### src/rtl/writeback_arb.sv
// Writeback arbiter: one register-file write port shared by the in-order pipe
// and a small FIFO of long-latency (mul/div) results, with the pipe always first.
`ifndef write_reg_PCp4
`define write_reg_PCp4 2'b10
`endif
`ifndef WRITE_REG_MEMD
`define WRITE_REG_MEMD 2'b01
`endif

module writeback_arb #(
  parameter int XLEN         = 32,
  parameter int RA_W         = 5,
  parameter int LQ_DEPTH     = 4,
  parameter int STARVE_LIMIT = 8
) (
  input  logic                       clk,
  input  logic                       rst,
  input  logic                       keep,
  input  logic                       nop,
  input  logic [XLEN-1:0]            PCp4_pype3,
  input  logic [XLEN-1:0]            mem_data_pype,
  input  logic [XLEN-1:0]            ALU_co_pype3,
  input  logic [RA_W-1:0]            WReg_pype3,
  input  logic                       RegWrite_pype3,
  input  logic [1:0]                 MemtoReg_pype3,
  input  logic                       lu_valid,
  input  logic [XLEN-1:0]            lu_data,
  input  logic [RA_W-1:0]            lu_reg,
  output logic                       lu_ready,
  output logic [XLEN-1:0]            write_reg_data,
  output logic                       Regwrite,
  output logic [RA_W-1:0]            write_reg_address,
  output logic [$clog2(LQ_DEPTH):0]  lq_count,
  output logic                       wb_stall
);

  localparam int PTR_W = $clog2(LQ_DEPTH);
  localparam int CNT_W = PTR_W + 1;
  localparam int ST_W  = $clog2(STARVE_LIMIT + 1);
  localparam logic [CNT_W-1:0] DEPTH_C  = CNT_W'(LQ_DEPTH);
  localparam logic [ST_W-1:0]  STARVE_C = ST_W'(STARVE_LIMIT);

  logic              pipe_req_s;
  logic [XLEN-1:0]   pipe_data_s;
  logic              lu_ready_s;
  logic              push_s;
  logic              pop_s;
  logic [CNT_W-1:0]  count_r;
  logic [CNT_W-1:0]  count_nxt_s;
  logic [PTR_W-1:0]  wr_ptr_r;
  logic [PTR_W-1:0]  rd_ptr_r;
  logic [ST_W-1:0]   starve_r;
  logic [ST_W-1:0]   starve_nxt_s;
  logic [XLEN-1:0]   lq_data_r [LQ_DEPTH];
  logic [RA_W-1:0]   lq_reg_r  [LQ_DEPTH];
  logic              regwrite_r;
  logic [XLEN-1:0]   wr_data_r;
  logic [RA_W-1:0]   wr_addr_r;
  logic              stall_r;

  // Pipe request qualification and result-source mux
  always_comb begin
    pipe_req_s  = ~keep & ~nop & ~RegWrite_pype3 & (WReg_pype3 != {RA_W{1'b0}});
    pipe_data_s = ALU_co_pype3;
    case (MemtoReg_pype3)
      `write_reg_PCp4: pipe_data_s = PCp4_pype3;
      `WRITE_REG_MEMD: pipe_data_s = mem_data_pype;
      default:         pipe_data_s = ALU_co_pype3;
    endcase
  end

  // FIFO handshake, pop decision and next occupancy / starvation state
  always_comb begin
    lu_ready_s  = (count_r < DEPTH_C);
    // An x0 destination still completes the handshake but is dropped here.
    push_s      = lu_valid & lu_ready_s & (lu_reg != {RA_W{1'b0}});
    pop_s       = ~pipe_req_s & (count_r != {CNT_W{1'b0}});
    count_nxt_s = count_r + CNT_W'(push_s) - CNT_W'(pop_s);
    if ((count_r == {CNT_W{1'b0}}) || pop_s) begin
      starve_nxt_s = {ST_W{1'b0}};
    end else if (pipe_req_s && (starve_r < STARVE_C)) begin
      starve_nxt_s = starve_r + ST_W'(1);
    end else begin
      starve_nxt_s = starve_r;
    end
  end

  // FIFO storage, pointers, occupancy, starvation counter and stall request
  always_ff @(posedge clk or posedge rst) begin
    if (rst) begin
      count_r  <= {CNT_W{1'b0}};
      wr_ptr_r <= {PTR_W{1'b0}};
      rd_ptr_r <= {PTR_W{1'b0}};
      starve_r <= {ST_W{1'b0}};
      stall_r  <= 1'b0;
      for (int i = 0; i < LQ_DEPTH; i++) begin
        lq_data_r[i] <= {XLEN{1'b0}};
        lq_reg_r[i]  <= {RA_W{1'b0}};
      end
    end else begin
      if (push_s) begin
        lq_data_r[wr_ptr_r] <= lu_data;
        lq_reg_r[wr_ptr_r]  <= lu_reg;
        wr_ptr_r            <= wr_ptr_r + PTR_W'(1);
      end
      if (pop_s) begin
        rd_ptr_r <= rd_ptr_r + PTR_W'(1);
      end
      count_r  <= count_nxt_s;
      starve_r <= starve_nxt_s;
      stall_r  <= (count_nxt_s == DEPTH_C) | (starve_nxt_s >= STARVE_C);
    end
  end

  // Registered write port; address/data hold when nothing is written
  always_ff @(posedge clk or posedge rst) begin
    if (rst) begin
      regwrite_r <= 1'b0;
      wr_addr_r  <= {RA_W{1'b0}};
      wr_data_r  <= {XLEN{1'b0}};
    end else if (pipe_req_s) begin
      regwrite_r <= 1'b1;
      wr_addr_r  <= WReg_pype3;
      wr_data_r  <= pipe_data_s;
    end else if (pop_s) begin
      regwrite_r <= 1'b1;
      wr_addr_r  <= lq_reg_r[rd_ptr_r];
      wr_data_r  <= lq_data_r[rd_ptr_r];
    end else begin
      regwrite_r <= 1'b0;
    end
  end

  assign lu_ready          = lu_ready_s;
  assign Regwrite          = regwrite_r;
  assign write_reg_address = wr_addr_r;
  assign write_reg_data    = wr_data_r;
  assign lq_count          = count_r;
  assign wb_stall          = stall_r;

endmodule

### config.mk
export PLATFORM = sky130hd
export DESIGN_NAME = writeback_arb
export DESIGN_NICKNAME = d
export VERILOG_FILES = /design/src/rtl/writeback_arb.sv
export SDC_FILE = /design/constraint.sdc
export NUM_CORES = 1
export LEC_CHECK = 0
export BUFFER_PORTS_ARGS = -buffer_cell sky130_fd_sc_hd__buf_2
export CAP_MARGIN = 10
export CORE_MARGIN = 2
export CORE_UTILIZATION = 60
export DETAILED_ROUTE_END_ITERATION = 16
export PLACE_DENSITY = 0.9
export SETUP_SLACK_MARGIN = 0.1
export SLEW_MARGIN = 20
export SYNTH_ARGS = -nofsm -noshare
export SYNTH_HDL_FRONTEND = slang
export SYNTH_SLANG_ARGS = --single-unit
export TNS_END_PERCENT = 1
### constraint.sdc
create_clock -name clk -period 10.2 [get_ports clk]
set_input_delay 0 -clock clk [delete_from_list [all_inputs] [get_ports clk]]
set_output_delay 0 -clock clk [all_outputs]
set_load 0.05 [all_outputs]
* Word level (Yosys, flattened, before mapping)
Index checks and enable logic that the tools add are counted.
** Storage, ports and cells
- Bits in registers :: 198
- Bits in latches :: 0
- Bits in writable memories :: 0
- ROM bits :: 0
- Input bits :: 146
- Word-level logic and storage cells :: 72
- Memories :: 0
** Operators by class
- $add $sub $neg :: 5
- $mul :: 0
- Divide/modulo/power cells :: 0
- Magnitude comparators :: 6
- Eq/ne operators :: 3
- Shift-type cells :: 0
- Mux-type cells :: 21
- Bitwise logic cells :: 13
- Reductions and logical operators :: 8
** Operators with widths (count)
- 32-bit two-way mux :: 5
- 128-bit bitwise mux :: 1
- 32-bit binary-select mux with 2-bit select :: 1
- 32-bit demux with 2-bit select :: 1
- 32-bit one-hot mux with 2 select lines :: 1
- 5-bit two-way mux :: 5
- 20-bit bitwise mux :: 1
- 5-bit binary-select mux with 2-bit select :: 1
- 5-bit demux with 2-bit select :: 1
- 5-bit nonzero test :: 2
- 4-bit two-way mux :: 2
- 1-bit AND :: 6
- 3-bit >= comparator (second input constant) :: 2
- 2-bit inverter with 3-bit output :: 2
- 2-bit by 1-bit adder with 2-bit output (second input constant) :: 2
- 4-bit by 1-bit adder with 4-bit output (second input constant) :: 1
- 4-bit >= comparator (second input constant) :: 1
- 4-bit < comparator (second input constant) :: 1
- 1-bit inverter :: 4
- 3-bit by 1-bit adder with 3-bit output :: 1
- 3-bit equality test (second input constant) :: 1
- 3-bit zero test :: 1
- 3-bit by 1-bit < comparator with 1-bit output (second input constant) :: 1
- 3-bit < comparator (second input constant) :: 1
- other kinds (9) :: 11

* Depth between registers and ports, before layout
- Depth after elaboration :: 10
- Gate-level depth with buffers :: 10
- Gate-level depth less buffers :: 9

* Worst setup path before layout
Ideal clock, no wire load.
- Path type :: flip-flop to flip-flop
- Start point :: reg count_r[2], in the netlist lq_count[2]
- End point :: reg stall_r, in the netlist wb_stall
- Setup time :: 0.118 ns
- Arrival time :: 2.675 ns
- Required time :: 10.082 ns
- Setup slack :: 7.407 ns
- Cell stages (with the launch flop) :: 11
- Period minus slack after synthesis :: 2.793 ns
- Cell sequence :: dfrtp_1 -> inv_1 -> o311a_1 -> buf_6 -> inv_1 -> ha_1 -> inv_1 -> ha_1 -> fa_1 -> nor2_1 -> a21o_1
** On the way
- Longest elaborated chain between the ends :: 7
** RTL lines
- from (decl) :: RTL line 48 : logic [CNT_W-1:0] count_r;
- from (signal assigned) :: RTL line 91 : count_r <= {CNT_W{1'b0}};
- from (signal assigned) :: RTL line 109 : count_r <= count_nxt_s;
- 3-bit < comparator :: RTL line 74 : lu_ready_s = (count_r < DEPTH_C);
- named net lu_ready :: RTL line 29 : output logic lu_ready,
- 1-bit AND (2 in a row) :: RTL line 76 : push_s = lu_valid & lu_ready_s & (lu_reg != {RA_W{1'b0}});
- 3-bit by 1-bit adder with 3-bit output :: RTL line 78 : count_nxt_s = count_r + CNT_W'(push_s) - CNT_W'(pop_s);
- 3-bit by 1-bit subtractor with 3-bit output :: RTL line 78
- named net count_nxt_s[1] :: RTL line 49 : logic [CNT_W-1:0] count_nxt_s;
- 3-bit equality test :: RTL line 111 : stall_r <= (count_nxt_s == DEPTH_C) | (starve_nxt_s >= STARVE_C);
- 1-bit bitwise OR :: RTL line 111
- to (signal assigned) :: RTL line 111
- to (decl) :: RTL line 59 : logic stall_r;
The timed path passes the listed nets, and every way through them passes these cells.
A chain may end at the register's enable or synchronous reset.

* Final worst setup path
- Start point :: reg count_r[2], in the netlist lq_count[2]
- End point :: reg stall_r, in the netlist wb_stall
** On the way
- Longest elaborated chain between the ends :: 7
** RTL lines (RTL line)
- 3-bit < comparator :: 74
- 1-bit AND (2 in a row) :: 76
- 3-bit by 1-bit adder with 3-bit output :: 78
- 3-bit by 1-bit subtractor with 3-bit output (*) :: 78
- named net count_nxt_s[1] :: 49
- 3-bit equality test (*) :: 111
- 1-bit bitwise OR (*) :: 111
Mark *: on every way through the listed nets, which the timed path passes. The rest lies on a longest branch.

==> impl_metrics.toml <==
[worst_setup_path]
cp_slowest_cell = "o311a_1"
timing.rr.start = "lq_count[2]"
r2r_cells = 9
cp.buffers_inverters = 3
critPathKind = "reg -> reg"
critical-path-top-delay-family = "adder cells"
crit_path_end_kind = "register"
r2r-end = "wb_stall"
crit_top_cell = "inv_1"
max_stage_delay_ns = 0.76
crit_path_max_fanout = 8
r2r_slack_ns = 7.42
crit_required_ns = 10.53
crit_chain = "inv_1 -> o311a_1 -> inv_1 -> ha_1 -> inv_1 -> ha_1 -> fa_1 -> nor2_1 -> a21o_1"
setup.worst_path.start_class = "register"
cp.arrival_ns = 3.11

[hold_path]
min_path_cells = 5
holdCritStartpoint = "PCp4_pype3[27]"
whs_endpoint = "write_reg_data[27]"
hold_path.class = "in -> reg"

[timing]
setup_viol = 0
relSlewSlack_pct = 32.4
hold_violations = 0
clock_skew_ns = 0.0109
slew_violations = 0
finalCritPeriodShare_pct = 27.3
setup_tns_ns = 0
worst_slack_ns = 7.42
rsz0062_at_grt = "no"
worst_pin_slew_ns = 1.01
period_minus_slack_ns = 2.78
timing.fmax_ghz = 0.359

[flow_run]
drv_cap = 0

[clock_tree]
cts_tree = "yes"
cts_inserted_buffers = 17
root_buffer = "clkbuf_16"
clk_latency_ns = 0.44
ctsResizeCount = 0
htreeDepth = 4
path_clk_slew_ns = 0.07
postCtsSetupBuffers = 0
clock-sinks = 198
cts_hold_buf = 87
clockBufferDepth = 2

[routing]
wirelength_um = 25300
ant_nets = 0
wire_per_inst_um = 21.6
drt-initial-drc-count = 525
drt_pass1_iterations = 5
via_per_inst = 5.94
drc = 0
route.vias.total = 6963

[floorplanning]
core.rowCount = 46
start_util_pct = 61.8
core_um2 = 16000
die_w_um = 132
die_area_um2 = 17500
die_height_um = 132
pin_count = 189

[grt]
grt_pass1_vias = 7548
antenna_found_initial = 0
grt_usage_pct = 29.7
grt_max_degree = 116
grt_first_pass_wirelength_um = 40500
gr-total-overflow = 0

[synth]
synth.top_cell.area_share_pct = 50.1
ys_types = 34
yosysSeqAreaShare_pct = 50.1
synth.area.top_cells = "dfrtp_1 50%, mux2_4 18%, mux4_2 8.4%"
synth_cells = 691
yosys_warnings = 0
synth_nets = 847
synth_seq_cells = 198
syn-cell-area_um2 = 9890
yosys.area.top_type = "dfrtp_1"
avgSynthCellArea_um2 = 14.3

[layout]
diodes = 0
drive_gt1_share_pct = 44.6
multi_input_area_um2 = 4500
final_nets = 1099
fillCellCount = 930
area_delta_synth_final_pct = 24.5
layout.area.seq_um2 = 4960

[pwr]
clockPowerShare_pct = 19.0
seq_power_share_pct = 36.9
power.density_nw_per_um2 = 323
vdd_drop_max_mv = 0.166
power.switching_w = 0.00143
comb_power_share_pct = 44.1
p_int_w = 0.00255
p_leak_nw = 5.95
sw_frac_of_total_pct = 35.9

[status]
status = "completed"

[place]
hpwl_um = 13800
io_buffer_count = 188
routabilityCongestion = 0.795
post-place-ws_ns = 7.46
kinds of logic after synthesis:
family | synth area share, %
mux | 29.9
simple gates | 5.48
xor+xnor | 0.620
flops | 50.1
compound gates | 7.99
buf+inv | 4.58
fa+ha+maj | 1.34
worst max path at each step:
stage,start,endpoint,cells after the start
floorplan,rst,Regwrite,1
global placement,lq_count[2],wb_stall,9
detailed placement,lq_count[2],wb_stall,9
CTS,lq_count[2],wb_stall,9
global route,lq_count[2],wb_stall,9
finish,lq_count[2],wb_stall,9
tightest hold or removal path, cell delays in order:
cell,delay [ns]
buf_2,0.08
a22oi_1,0.06
nor2_1,0.09
a211oi_1,0.05
a31oi_1,0.13
sequential cells by signal, indices dropped and copies added (netlist names), 2 cells and up:
name and cells:
lq_count 3, rd_ptr_r 2, lq_data_r 128, write_reg_address 5
write_reg_data 32, lq_reg_r 20, wr_ptr_r 2, starve_r 4
power groups by stage:
stage	Combinational (W)	Sequential [W]	Clock, W
2_1_floorplan	0.00119	0.00163	0
3_3_place_gp	0.00165	0.00144	0
3_5_place_dp	0.00171	0.00145	0
4_1_cts	0.00174	0.00146	0.000758
5_1_grt	0.00186	0.00151	0.000791
6_report	0.00175	0.00147	0.000755
per-stage QoR:
stage	util, %	total power, W	instance area, um^2	cells	hold WS, ns
2_1_floorplan	-	0.00282	9890	691	0.149
3_3_place_gp	67.3	0.00309	10800	1053	0.199
3_5_place_dp	67.3	0.00316	10800	1053	0.202
4_1_cts	76.9	0.00396	12300	1172	0.00136
5_1_grt	77.0	0.00417	12300	1172	0.0548
6_report	77.0	0.00397	12300	1172	0.0138
cell usage in the layout (no fill, tap or decap), drive strengths merged, types with 9 or more instances in the layout:
cell | Yosys | layout
a211oi | 32 | 32
a22oi | 32 | 32
a31oi | 35 | 35
buf | 26 | 196
clkbuf | 24 | 20
dfrtp | 198 | 198
dlygate4sd3 | 0 | 87
ha | 9 | 9
inv | 10 | 11
mux2 | 148 | 148
mux4 | 37 | 37
nand2 | 74 | 74
nor2 | 35 | 35
synth_stat cells (all sizes together):
cell type,number
clkbuf,24
o311a,1
nand3,1
mux2,148
dfrtp,198
a21o,1
nor2b,1
or3,2
nor3,6
fa,1
o221a,3
o21ai,2
mux4,37
nand2,74
xor2,3
mux2i,1
ha,9
xnor2,4
a22oi,32
a211oi,32
or4,1
nor2,35
a31oi,35
inv,10
buf,26
a211o,3
and2,1
routing by layer:
metal	GRT usage (%)	wire [um]
met1	37.2	10100
met2	51.7	13200
met3	4.67	1250
met4	12.7	745
met5	0	0
layout make-up:
| type | instances | share of cell area, % |
|---|---|---|
| well taps | 216 | 2.19 |
| repair buffers | 283 | 15.2 |
| clock inverters | 12 | 1.61 |
| multi-input cells | 433 | 36.6 |
| inverters | 10 | 0.366 |
| clock buffers | 20 | 3.79 |
| flip-flops and latches | 198 | 40.3 |
Note: power is estimated with default switching activity, not from simulation.
